<file path="src/rtl/ps2_kbd_pkg.sv">
// Shared types and constants for the PS/2 Set-2 keyboard event decoder:
// parser states, event record, prefix bytes, modifier/lock key codes.
package ps2_kbd_pkg;

  typedef enum logic [2:0] {
    ST_IDLE,
    ST_GOT_E0,
    ST_GOT_F0,
    ST_GOT_E0F0,
    ST_PAUSE_SKIP
  } parser_state_t;

  typedef struct packed {
    logic       brk;
    logic       ext;
    logic [7:0] code;
  } kbd_event_t;

  localparam logic [7:0] BYTE_E0 = 8'hE0;
  localparam logic [7:0] BYTE_F0 = 8'hF0;
  localparam logic [7:0] BYTE_E1 = 8'hE1;

  localparam logic [7:0] CODE_SHIFT_L = 8'h12;
  localparam logic [7:0] CODE_SHIFT_R = 8'h59;
  localparam logic [7:0] CODE_CTRL    = 8'h14;
  localparam logic [7:0] CODE_ALT     = 8'h11;
  localparam logic [7:0] CODE_GUI_L   = 8'h1F;
  localparam logic [7:0] CODE_GUI_R   = 8'h27;
  localparam logic [7:0] CODE_CAPS    = 8'h58;
  localparam logic [7:0] CODE_NUM     = 8'h77;
  localparam logic [7:0] CODE_SCROLL  = 8'h7E;

  localparam logic [2:0] MOD_LSHIFT = 3'd0;
  localparam logic [2:0] MOD_RSHIFT = 3'd1;
  localparam logic [2:0] MOD_LCTRL  = 3'd2;
  localparam logic [2:0] MOD_RCTRL  = 3'd3;
  localparam logic [2:0] MOD_LALT   = 3'd4;
  localparam logic [2:0] MOD_RALT   = 3'd5;
  localparam logic [2:0] MOD_LGUI   = 3'd6;
  localparam logic [2:0] MOD_RGUI   = 3'd7;

  localparam int LOCK_CAPS   = 0;
  localparam int LOCK_NUM    = 1;
  localparam int LOCK_SCROLL = 2;

  // Returns {hit, bit_index} for keys that drive a modifier bit.
  function automatic logic [3:0] mod_lookup(input logic ext, input logic [7:0] code);
    mod_lookup = 4'b0;
    case ({ext, code})
      {1'b0, CODE_SHIFT_L}: mod_lookup = {1'b1, MOD_LSHIFT};
      {1'b0, CODE_SHIFT_R}: mod_lookup = {1'b1, MOD_RSHIFT};
      {1'b0, CODE_CTRL}:    mod_lookup = {1'b1, MOD_LCTRL};
      {1'b1, CODE_CTRL}:    mod_lookup = {1'b1, MOD_RCTRL};
      {1'b0, CODE_ALT}:     mod_lookup = {1'b1, MOD_LALT};
      {1'b1, CODE_ALT}:     mod_lookup = {1'b1, MOD_RALT};
      {1'b1, CODE_GUI_L}:   mod_lookup = {1'b1, MOD_LGUI};
      {1'b1, CODE_GUI_R}:   mod_lookup = {1'b1, MOD_RGUI};
      default:              mod_lookup = 4'b0;
    endcase
  endfunction

  // One-hot toggle mask over {scroll, num, caps}.
  function automatic logic [2:0] lock_lookup(input logic ext, input logic [7:0] code);
    lock_lookup = 3'b0;
    if (code == CODE_CAPS)           lock_lookup[LOCK_CAPS]   = 1'b1;
    if (!ext && code == CODE_NUM)    lock_lookup[LOCK_NUM]    = 1'b1;
    if (!ext && code == CODE_SCROLL) lock_lookup[LOCK_SCROLL] = 1'b1;
  endfunction

endpackage

</file>
<file path="src/rtl/ps2_kbd_event_decoder_if.sv">
// Byte input from ps2_host and the event output stream of the decoder.
// Handshake: an entry transfers on every clk edge where evt_valid && evt_ready;
// evt_valid/evt_data are held stable until that edge. rx_* are one-cycle strobes.
interface ps2_kbd_event_decoder_if;
  logic [7:0] rx_data;
  logic       rx_valid;
  logic       rx_error;
  logic [9:0] evt_data;
  logic       evt_valid;
  logic       evt_ready;

  modport slave  (input rx_data, rx_valid, rx_error, evt_ready,
                  output evt_data, evt_valid);
  modport master (output rx_data, rx_valid, rx_error, evt_ready,
                  input evt_data, evt_valid);
endinterface

</file>
<file path="src/rtl/kbd_event_fifo.sv">
// Synchronous FIFO of kbd_event_t; push is accepted when not full or when a
// pop happens on the same edge. Head reads as zero while empty.
module kbd_event_fifo
  import ps2_kbd_pkg::*;
#(
  parameter int DEPTH = 8
) (
  input  logic                     clk,
  input  logic                     reset,
  input  logic                     push,
  input  kbd_event_t               push_data,
  input  logic                     pop,
  output kbd_event_t               pop_data,
  output logic                     full,
  output logic                     empty,
  output logic [$clog2(DEPTH):0]   count
);
  localparam int AW = $clog2(DEPTH);
  localparam int CW = AW + 1;

  kbd_event_t    mem [DEPTH];
  logic [AW-1:0] wr_ptr;
  logic [AW-1:0] rd_ptr;
  logic          do_push;
  logic          do_pop;

  assign full    = (count == CW'(DEPTH));
  assign empty   = (count == '0);
  assign do_pop  = pop && !empty;
  assign do_push = push && (!full || do_pop);
  assign pop_data = empty ? '0 : mem[rd_ptr];

  always_ff @(posedge clk) begin
    if (reset) begin
      wr_ptr <= '0;
      rd_ptr <= '0;
      count  <= '0;
    end else begin
      if (do_push) wr_ptr <= wr_ptr + 1'b1;
      if (do_pop)  rd_ptr <= rd_ptr + 1'b1;
      count <= count + CW'(do_push) - CW'(do_pop);
    end
  end

  always_ff @(posedge clk) begin
    if (do_push) mem[wr_ptr] <= push_data;
  end
endmodule

</file>
<file path="src/rtl/ps2_kbd_event_decoder.sv">
// PS/2 Set-2 scan-code parser producing single key events into a FIFO, with
// modifier/lock tracking. Build option: PS2_TYPEMATIC_FILTER_EN drops repeats.
module ps2_kbd_event_decoder
  import ps2_kbd_pkg::*;
#(
  parameter int         FIFO_DEPTH     = 8,
  parameter int         TIMEOUT_CYCLES = 500000,
  parameter logic [7:0] PAUSE_CODE     = 8'hE1
) (
  input  logic                         clk,
  input  logic                         reset,
  ps2_kbd_event_decoder_if.slave       bus,
  output logic [7:0]                   modifiers,
  output logic [2:0]                   locks,
  output logic                         overflow,
  output logic                         seq_error,
  input  logic                         clear_status,
  output parser_state_t                dbg_state,
  output logic [$clog2(FIFO_DEPTH):0]  dbg_fifo_count
);
  localparam int TMO_W = $clog2(TIMEOUT_CYCLES);

  parser_state_t    state_q, state_d;
  logic [2:0]       skip_q, skip_d;
  logic [TMO_W-1:0] tmo_q, tmo_d;
  logic             raw_emit, is_pause, abort;
  kbd_event_t       raw_evt;

  always_comb begin
    state_d  = state_q;
    skip_d   = skip_q;
    tmo_d    = tmo_q;
    raw_emit = 1'b0;
    is_pause = 1'b0;
    abort    = 1'b0;
    raw_evt  = '0;
    if (bus.rx_error) begin
      state_d = ST_IDLE;
      skip_d  = '0;
      tmo_d   = '0;
      abort   = (state_q != ST_IDLE);
    end else if (bus.rx_valid) begin
      tmo_d = '0;
      unique case (state_q)
        ST_IDLE: begin
          if (bus.rx_data == BYTE_E0)      state_d = ST_GOT_E0;
          else if (bus.rx_data == BYTE_F0) state_d = ST_GOT_F0;
          else if (bus.rx_data == BYTE_E1) begin
            state_d = ST_PAUSE_SKIP;
            skip_d  = 3'd7;
          end else begin
            raw_emit = 1'b1;
            raw_evt  = '{brk: 1'b0, ext: 1'b0, code: bus.rx_data};
          end
        end
        ST_GOT_E0: begin
          if (bus.rx_data == BYTE_F0) state_d = ST_GOT_E0F0;
          else begin
            raw_emit = 1'b1;
            raw_evt  = '{brk: 1'b0, ext: 1'b1, code: bus.rx_data};
            state_d  = ST_IDLE;
          end
        end
        ST_GOT_F0: begin
          raw_emit = 1'b1;
          raw_evt  = '{brk: 1'b1, ext: 1'b0, code: bus.rx_data};
          state_d  = ST_IDLE;
        end
        ST_GOT_E0F0: begin
          raw_emit = 1'b1;
          raw_evt  = '{brk: 1'b1, ext: 1'b1, code: bus.rx_data};
          state_d  = ST_IDLE;
        end
        ST_PAUSE_SKIP: begin
          // The 7 bytes after E1 are swallowed; the last one yields Pause.
          skip_d = skip_q - 3'd1;
          if (skip_q == 3'd1) begin
            raw_emit = 1'b1;
            is_pause = 1'b1;
            raw_evt  = '{brk: 1'b0, ext: 1'b1, code: PAUSE_CODE};
            state_d  = ST_IDLE;
          end
        end
        default: state_d = ST_IDLE;
      endcase
    end else if (state_q != ST_IDLE) begin
      if (tmo_q == TMO_W'(TIMEOUT_CYCLES - 1)) begin
        state_d = ST_IDLE;
        skip_d  = '0;
        tmo_d   = '0;
        abort   = 1'b1;
      end else begin
        tmo_d = tmo_q + 1'b1;
      end
    end else begin
      tmo_d = '0;
    end
  end

  always_ff @(posedge clk) begin
    if (reset) begin
      state_q <= ST_IDLE;
      skip_q  <= '0;
      tmo_q   <= '0;
    end else begin
      state_q <= state_d;
      skip_q  <= skip_d;
      tmo_q   <= tmo_d;
    end
  end

  assign dbg_state = state_q;

  // Extended 12h/59h are the fake-shift wrappers around PrtSc and keypad keys.
  logic key_evt, is_repeat, push, evt_pop, drop, key_side;
  logic fifo_full, fifo_empty;
  logic [3:0] mod_sel;
  kbd_event_t head;

  assign key_evt = raw_emit && !(raw_evt.ext &&
                   (raw_evt.code == CODE_SHIFT_L || raw_evt.code == CODE_SHIFT_R));

`ifdef PS2_TYPEMATIC_FILTER_EN
  logic [511:0] held_q;
  // Pause never breaks, so it stays out of the held map.
  assign is_repeat = !raw_evt.brk && !is_pause && held_q[{raw_evt.ext, raw_evt.code}];
  always_ff @(posedge clk) begin
    if (reset) held_q <= '0;
    else if (key_evt && !is_pause) held_q[{raw_evt.ext, raw_evt.code}] <= !raw_evt.brk;
  end
`else
  assign is_repeat = 1'b0;
`endif

  assign push     = key_evt && !is_repeat;
  assign key_side = key_evt && !is_pause;
  assign mod_sel  = mod_lookup(raw_evt.ext, raw_evt.code);
  assign evt_pop  = bus.evt_valid && bus.evt_ready;
  assign drop     = push && fifo_full && !evt_pop;

  kbd_event_fifo #(.DEPTH(FIFO_DEPTH)) u_fifo (
    .clk       (clk),
    .reset     (reset),
    .push      (push),
    .push_data (raw_evt),
    .pop       (bus.evt_ready),
    .pop_data  (head),
    .full      (fifo_full),
    .empty     (fifo_empty),
    .count     (dbg_fifo_count)
  );

  assign bus.evt_valid = !fifo_empty;
  assign bus.evt_data  = head;

  always_ff @(posedge clk) begin
    if (reset) begin
      modifiers <= '0;
      locks     <= '0;
      overflow  <= 1'b0;
      seq_error <= 1'b0;
    end else begin
      if (key_side && mod_sel[3]) modifiers[mod_sel[2:0]] <= !raw_evt.brk;
      if (key_side && push && !raw_evt.brk)
        locks <= locks ^ lock_lookup(raw_evt.ext, raw_evt.code);
      if (drop)              overflow <= 1'b1;
      else if (clear_status) overflow <= 1'b0;
      if (abort)             seq_error <= 1'b1;
      else if (clear_status) seq_error <= 1'b0;
    end
  end
endmodule

</file>
<file path="src/flat_wrapper.sv">
// flat-port wrapper written by rule: the top's interface ports become plain ports
module ps2_kbd_event_decoder_flat import ps2_kbd_pkg::*;
#(
  parameter int         FIFO_DEPTH     = 8,
  parameter int         TIMEOUT_CYCLES = 500000,
  parameter logic [7:0] PAUSE_CODE     = 8'hE1
)
  (clk, reset, modifiers, locks, overflow, seq_error, clear_status, dbg_state, dbg_fifo_count, bus_rx_data, bus_rx_valid, bus_rx_error, bus_evt_ready, bus_evt_data, bus_evt_valid);
  ps2_kbd_event_decoder_if bus_i ();
  input  logic clk;
  input  logic reset;
  output logic [7:0] modifiers;
  output logic [2:0] locks;
  output logic overflow;
  output logic seq_error;
  input  logic clear_status;
  output parser_state_t dbg_state;
  output logic [$clog2(FIFO_DEPTH):0] dbg_fifo_count;
  input wire logic [$bits(bus_i.rx_data)-1:0] bus_rx_data;
  input wire logic [$bits(bus_i.rx_valid)-1:0] bus_rx_valid;
  input wire logic [$bits(bus_i.rx_error)-1:0] bus_rx_error;
  input wire logic [$bits(bus_i.evt_ready)-1:0] bus_evt_ready;
  output wire logic [$bits(bus_i.evt_data)-1:0] bus_evt_data;
  output wire logic [$bits(bus_i.evt_valid)-1:0] bus_evt_valid;
  assign bus_i.rx_data = bus_rx_data;
  assign bus_i.rx_valid = bus_rx_valid;
  assign bus_i.rx_error = bus_rx_error;
  assign bus_i.evt_ready = bus_evt_ready;
  assign bus_evt_data = bus_i.evt_data;
  assign bus_evt_valid = bus_i.evt_valid;
  ps2_kbd_event_decoder #(.FIFO_DEPTH(FIFO_DEPTH), .TIMEOUT_CYCLES(TIMEOUT_CYCLES), .PAUSE_CODE(PAUSE_CODE)) u_core (.clk(clk), .reset(reset), .bus(bus_i), .modifiers(modifiers), .locks(locks), .overflow(overflow), .seq_error(seq_error), .clear_status(clear_status), .dbg_state(dbg_state), .dbg_fifo_count(dbg_fifo_count));
endmodule
</file>
<file path="config.mk">
export PLATFORM = sky130hd
export DESIGN_NAME = ps2_kbd_event_decoder_flat
export DESIGN_NICKNAME = d
export VERILOG_FILES = /design/src/rtl/ps2_kbd_pkg.sv /design/src/rtl/ps2_kbd_event_decoder_if.sv /design/src/rtl/kbd_event_fifo.sv /design/src/rtl/ps2_kbd_event_decoder.sv /design/src/flat_wrapper.sv
export SDC_FILE = /design/constraint.sdc
export NUM_CORES = 1
export LEC_CHECK = 0
export BUFFER_PORTS_ARGS = -buffer_cell sky130_fd_sc_hd__buf_4
export CAP_MARGIN = 20
export CORE_MARGIN = 5
export CORE_UTILIZATION = 60
export DETAILED_ROUTE_END_ITERATION = 8
export PLACE_DENSITY_LB_ADDON = 0.15
export SYNTH_ARGS = -nofsm -noshare
export SYNTH_HDL_FRONTEND = slang
export SYNTH_HIERARCHICAL = 1
export SYNTH_SLANG_ARGS = --single-unit
</file>
<file path="constraint.sdc">
create_clock -name clk -period 5 [get_ports clk]
set_input_delay 0.5 -clock clk [delete_from_list [all_inputs] [get_ports clk]]
set_output_delay 0.5 -clock clk [all_outputs]
set_load 0.1 [all_outputs]
</file>
# == Word-level counts from Yosys, hierarchy flattened ==
# Memory sizes are Yosys's and may differ from the RTL's. A register that Yosys moved wholly into a read port is not among the register bits.
# Index checks and enable logic that the tools add are counted.
# classes
add_sub_neg,6
magnitude_cmp,2
n_eq_ne,29
muxes,58
bitwise,2
n_reduce_logical,34
# op_table
op,n
2-to-1 mux 10 bit,5
case mux 10 bit (5 select lines),1
2-to-1 mux 3 bit,13
"equality test 9 bit, second input constant",4
"equality test 8 x 7 -> 1 bit, second input constant",4
case mux 4 bit (8 select lines),1
2-to-1 mux 1 bit,29
"equality test 9 x 5 -> 1 bit, second input constant",3
"equality test 8 bit, second input constant",3
"adder 19 x 1 -> 19 bit, second input constant",1
"equality test 19 bit, second input constant",1
2-to-1 mux 9 bit,2
logical AND 1 bit,13
"equality test 9 x 7 -> 1 bit, second input constant",1
case mux 3 bit (3 select lines),1
bitwise mux 8 bit,1
"equality test 8 x 5 -> 1 bit, second input constant",1
2-to-1 mux 8 bit,1
nonzero test 2 bit,4
logical NOT 1 bit,7
"adder 3 x 1 -> 3 bit, second input constant",2
"equality test 3 x 1 -> 1 bit, second input constant",2
"equality test 3 x 2 -> 1 bit, second input constant",2
"!= test 3 x 2 -> 1 bit, second input constant",2
other kinds (24),27
# word_totals
regBits,48
ramBits,80
word_cells,142
n_memories,1
# mem_list
memory,words,word_bits,read_ports,rd_clocked_by_memory_dff,wr,line,text
u_core.u_fifo.mem,8,10,1,1,1,kbd_event_fifo.sv:21,kbd_event_t mem [DEPTH];

# == Longest topological paths before layout ==
# depth
ltp_word,18
depth_mapped,16
depth_no_buf,15

# == By module ==
# The synthesis kept the hierarchy.
# modules_own_cells
mod,instances,cells_each,area_each_um2
kbd_event_fifo,1,200,3694.8
ps2_kbd_event_decoder,1,272,2194.6

# == Least setup slack after synthesis ==
# OpenSTA, ideal clock, no wires.
# synth_timing
path_type,register to register
from,register u_core.state_q[1] (netlist: u_core/dbg_state[1])
to,"memory u_core/u_fifo/mem[0][0] in the netlist's numbering, enable pin"
setup_ns,0.403
arrival_ns,3.816
required_ns,4.597
setup_slack_ns,0.780
path_stages_with_launch,12
synth_period_minus_slack_ns,4.220
cell_sequence,dfxtp_1 -> buf_2 -> or2_2 -> buf_2 -> or2_2 -> clkbuf_2 -> o22ai_2 -> and2_1 -> o21a_1 -> nor2_1 -> o21ai_0 -> nor4_1
# synth_lines
item,line,text
start: declaration,ps2_kbd_event_decoder.sv:23,"parser_state_t state_q, state_d;"
start signal: assignment,ps2_kbd_event_decoder.sv:106,state_q <= state_d;
end: declaration,kbd_event_fifo.sv:21,

==> impl_metrics.yaml <==
outcome:
  status: "finished clean"
clock_tree:
  htree_levels: 4
  postCtsHoldBufs: 0
  cts.clk_slew.worst_paths_ps: 60
  cts_tree: "done"
  clockBufferDepth: 2
  cts_sinks: 131
  post_cts_buffers: 0
  clk_latency_ps: 500
  cts_buffers: 17
  root_buffer: "clkbuf_8"
  cts-resized-gates: 0
routing:
  drtAntennaViolNets: 0
  wirelength_um: 12610
  viasPerCell: 5.873
  firstDrtPassIters: 5
  vias: 3970
  drt_iter0_drc: 166
  route.detailed.drc: 0
  wl_per_cell_um: 18.65
die:
  core_mm2: 0.009684
  dieWidth_um: 109.1
  die_h_um: 109.1
  start_util: 0.6081
  io_pins: 45
  row_count: 36
  dieArea_mm2: 0.01190
final_layout:
  area_growth_pct: 18.65
  final_cell_mix: "80 x edfxtp_1, 53 x buf_4, 51 x nor2_1, 51 x dfxtp_1"
  drive_above_1_share: 0.2265
  fin_nets: 555
  final_common_cell: "edfxtp_1"
  antenna_cells: 0
global_routing:
  grt_pass1_wl_um: 20230
  track_usage: 0.2252
  grt_pass1_vias: 3970
  grt_max_degree: 32
  grt_overflow: 0
  antenna_found_initial: 0
logic_synthesis:
  synthTopCellsByArea: "edfxtp_1 41%, dfxtp_1 17%, mux4_2 7.6%, nor2_1 3.3%, ha_1 2.1%"
  yosysUniqueCellTypes: 61
  synth-seq-cells: 131
  syn_nets: 497
  netlist_area_mm2: 0.005889
  synth-seq-area-share: 0.5813
  synth_top_area_frac: 0.4079
  yosys_warnings: 6
  synthCells: 472
  synth_edf_count: 80
  synth_top_area_cell: "edfxtp_1"
  syn_avg_cell_area_um2: 12.48
  synth_ff_type: "edfxtp_1"
  async_flop_share: 0
timing:
  worst_pin_slew_ps: 938.9
  max_slew_margin: 0.3711
  timing.final.crit_period_ps: 3899
  fin_setup_tns_ps: 0
  period_share: 0.7797
  max_freq_mhz: 256.5
  finalSetupViolations: 0
  skew_ps: 5.506
  rsz0062_at_grt: "false"
  drv_slew: 0
  hold_viol_final: 0
hold_path:
  hp-class: "primary input to register"
  whs_path_depth: 2
  worstHoldStart: "bus_rx_error"
  min_delay_worst_endpoint: "u_core/skip_q[1]$_SDFFE_PP0P_"
pwr:
  powerDensity_mw_per_mm2: 486.5
  combPwrFrac: 0.297
  total_power_w: 0.003399
  clock_power_share: 0.344
  p_seq_frac: 0.360
  p_sw_w: 0.001213
  p_int_w: 0.002186
  p_sw_frac: 0.3569
  max-vdd-ir-drop_mv: 0.2933
  p_leak_nw: 2.500
critical_path:
  crit_path_max_fanout: 18
  cp-start-kind: "register"
  worst_ep_arrival_time_ps: 4290
  r2r_cells: 11
  crit-reg2reg-launch: "u_core/dbg_state[2]$_SDFFE_PP0P_"
  r2r_slack_ps: 1100
  cp.required_ps: 5390
  critical_path_class: "register to register"
  reg2reg_to: "u_core/u_fifo/count[3]$_SDFF_PP0_"
  cp-end-kind: "register"
placed_design:
  port_buffers: 44
  gp_congestion: 0.8489
  dp_hpwl_um: 8395
run:
  max-cap-violations: 0
area by class of cell:
class | count | area (um2)
Timing Repair Buffer | 54 | 425.4
Multi-Input combinational cell | 306 | 2325
Sequential cell | 131 | 3423
Clock buffer | 17 | 414.1
Clock inverter | 15 | 158.9
Fill cell | 664 | 2696
Tap cell | 133 | 166.4
Inverter | 20 | 75.07
worst max-delay path by stage:
stage	slack [ps]	endpoint	startpoint	cells past startpoint
finish	1100	u_core/u_fifo/count[3]$_SDFF_PP0_	u_core/dbg_state[2]$_SDFFE_PP0P_	11
detailed placement	840	u_core/u_fifo/count[3]$_SDFF_PP0_	bus_rx_data[1]	12
global placement	920	u_core/u_fifo/count[3]$_SDFF_PP0_	bus_rx_data[1]	12
global route	830	u_core/u_fifo/mem[1][0]$_DFFE_PP_	u_core/dbg_state[2]$_SDFFE_PP0P_	9
floorplan	780	u_core/u_fifo/mem[0][0]$_DFFE_PP_	u_core/dbg_state[1]$_SDFFE_PP0P_	11
CTS	1150	u_core/u_fifo/count[3]$_SDFF_PP0_	u_core/dbg_state[2]$_SDFFE_PP0P_	11
through the flow:
| stage | util | setup slack [ps] | hold WS (ps) | cells | cell area (um2) |
|---|---|---|---|---|---|
| after global placement | 0.6596 | 923.2 | 429.1 | 643 | 6387 |
| after global routing | 0.7216 | 831.3 | 210.8 | 676 | 6988 |
| after floorplan | - | 780.0 | 413.2 | 472 | 5889 |
| final | 0.7216 | 1101 | 217.8 | 676 | 6988 |
| after detailed placement | 0.6596 | 843.5 | 436.2 | 643 | 6387 |
| after CTS | 0.7187 | 1154 | 207.1 | 675 | 6960 |
state kept, by name (all words and copies together), names as in the netlist, named ones only:
signal and cells:
u_core/u_fifo/count 4, u_core/modifiers 8, u_core/overflow 1, u_core/u_fifo/rd_ptr 3, u_core/skip_q 3, u_core/locks 3, u_core/seq_error 1, u_core/tmo_q 19
u_core/u_fifo/wr_ptr 3, u_core/dbg_state 3, u_core/u_fifo/mem 80
metal layers:
metal / global-route usage / vias up / share of wire
met4: 0.07033 / 0 / 0.013
met5: 0 / - / 0
li1: - / 1901 / -
met2: 0.3925 / 118 / 0.52
met1: 0.2827 / 1934 / 0.42
met3: 0.04500 / 17 / 0.044
critical path, stage by stage, from the launching register on:
cell      delay (ps)
dfxtp_1          710
nand3b_1         280
or2_2            410
o22ai_2          490
and2_1           210
o21a_1           160
nor2_1           120
or3_1            440
ha_1             290
a21o_1           180
a21oi_1          150
mux2_2           340
power by group through the flow:
stage               clock network (W)  logic (W)  registers (W)
floorplan                           0   0.000711        0.00132
global placement                    0   0.000964        0.00126
detailed placement                  0   0.000975        0.00126
CTS                           0.00118   0.000979        0.00124
global route                  0.00124    0.00106        0.00123
finish                        0.00117    0.00101        0.00122
synthesized netlist by cell type, types with 2 or more instances:
cell type / number
nand2_1: 19
clkbuf_2: 2
or2_2: 5
inv_1: 20
and4_1: 2
a2111oi_0: 2
xnor2_1: 6
mux2i_1: 6
buf_2: 5
edfxtp_1: 80
dfxtp_1: 51
o21a_1: 3
o22ai_1: 2
clkbuf_1: 7
a21o_1: 3
nand4_1: 7
mux4_2: 20
nor3b_1: 3
nand3_1: 20
xor2_1: 14
nor4_1: 4
nand2b_1: 8
ha_1: 10
and2_1: 7
or4_1: 2
nand3b_1: 4
or3_1: 3
o211ai_1: 4
and3_1: 6
nor3_1: 14
o21ai_0: 12
a31oi_1: 5
mux2_2: 3
nor2_1: 51
nor2b_1: 11
a22o_1: 10
a21oi_1: 13
o31ai_1: 3
a311oi_1: 3
kinds of logic (layout without fill, tap and decap cells):
family | count (synthesis) | after routing | synth area share
simple gates | 174 | 174 | 0.1540
flops | 131 | 131 | 0.5813
compound gates | 72 | 72 | 0.09284
buf+inv | 35 | 106 | 0.02507
mux | 29 | 29 | 0.09242
xor+xnor | 20 | 20 | 0.02974
fa+ha+maj | 11 | 11 | 0.02464
(Power assumes the default switching activity.)
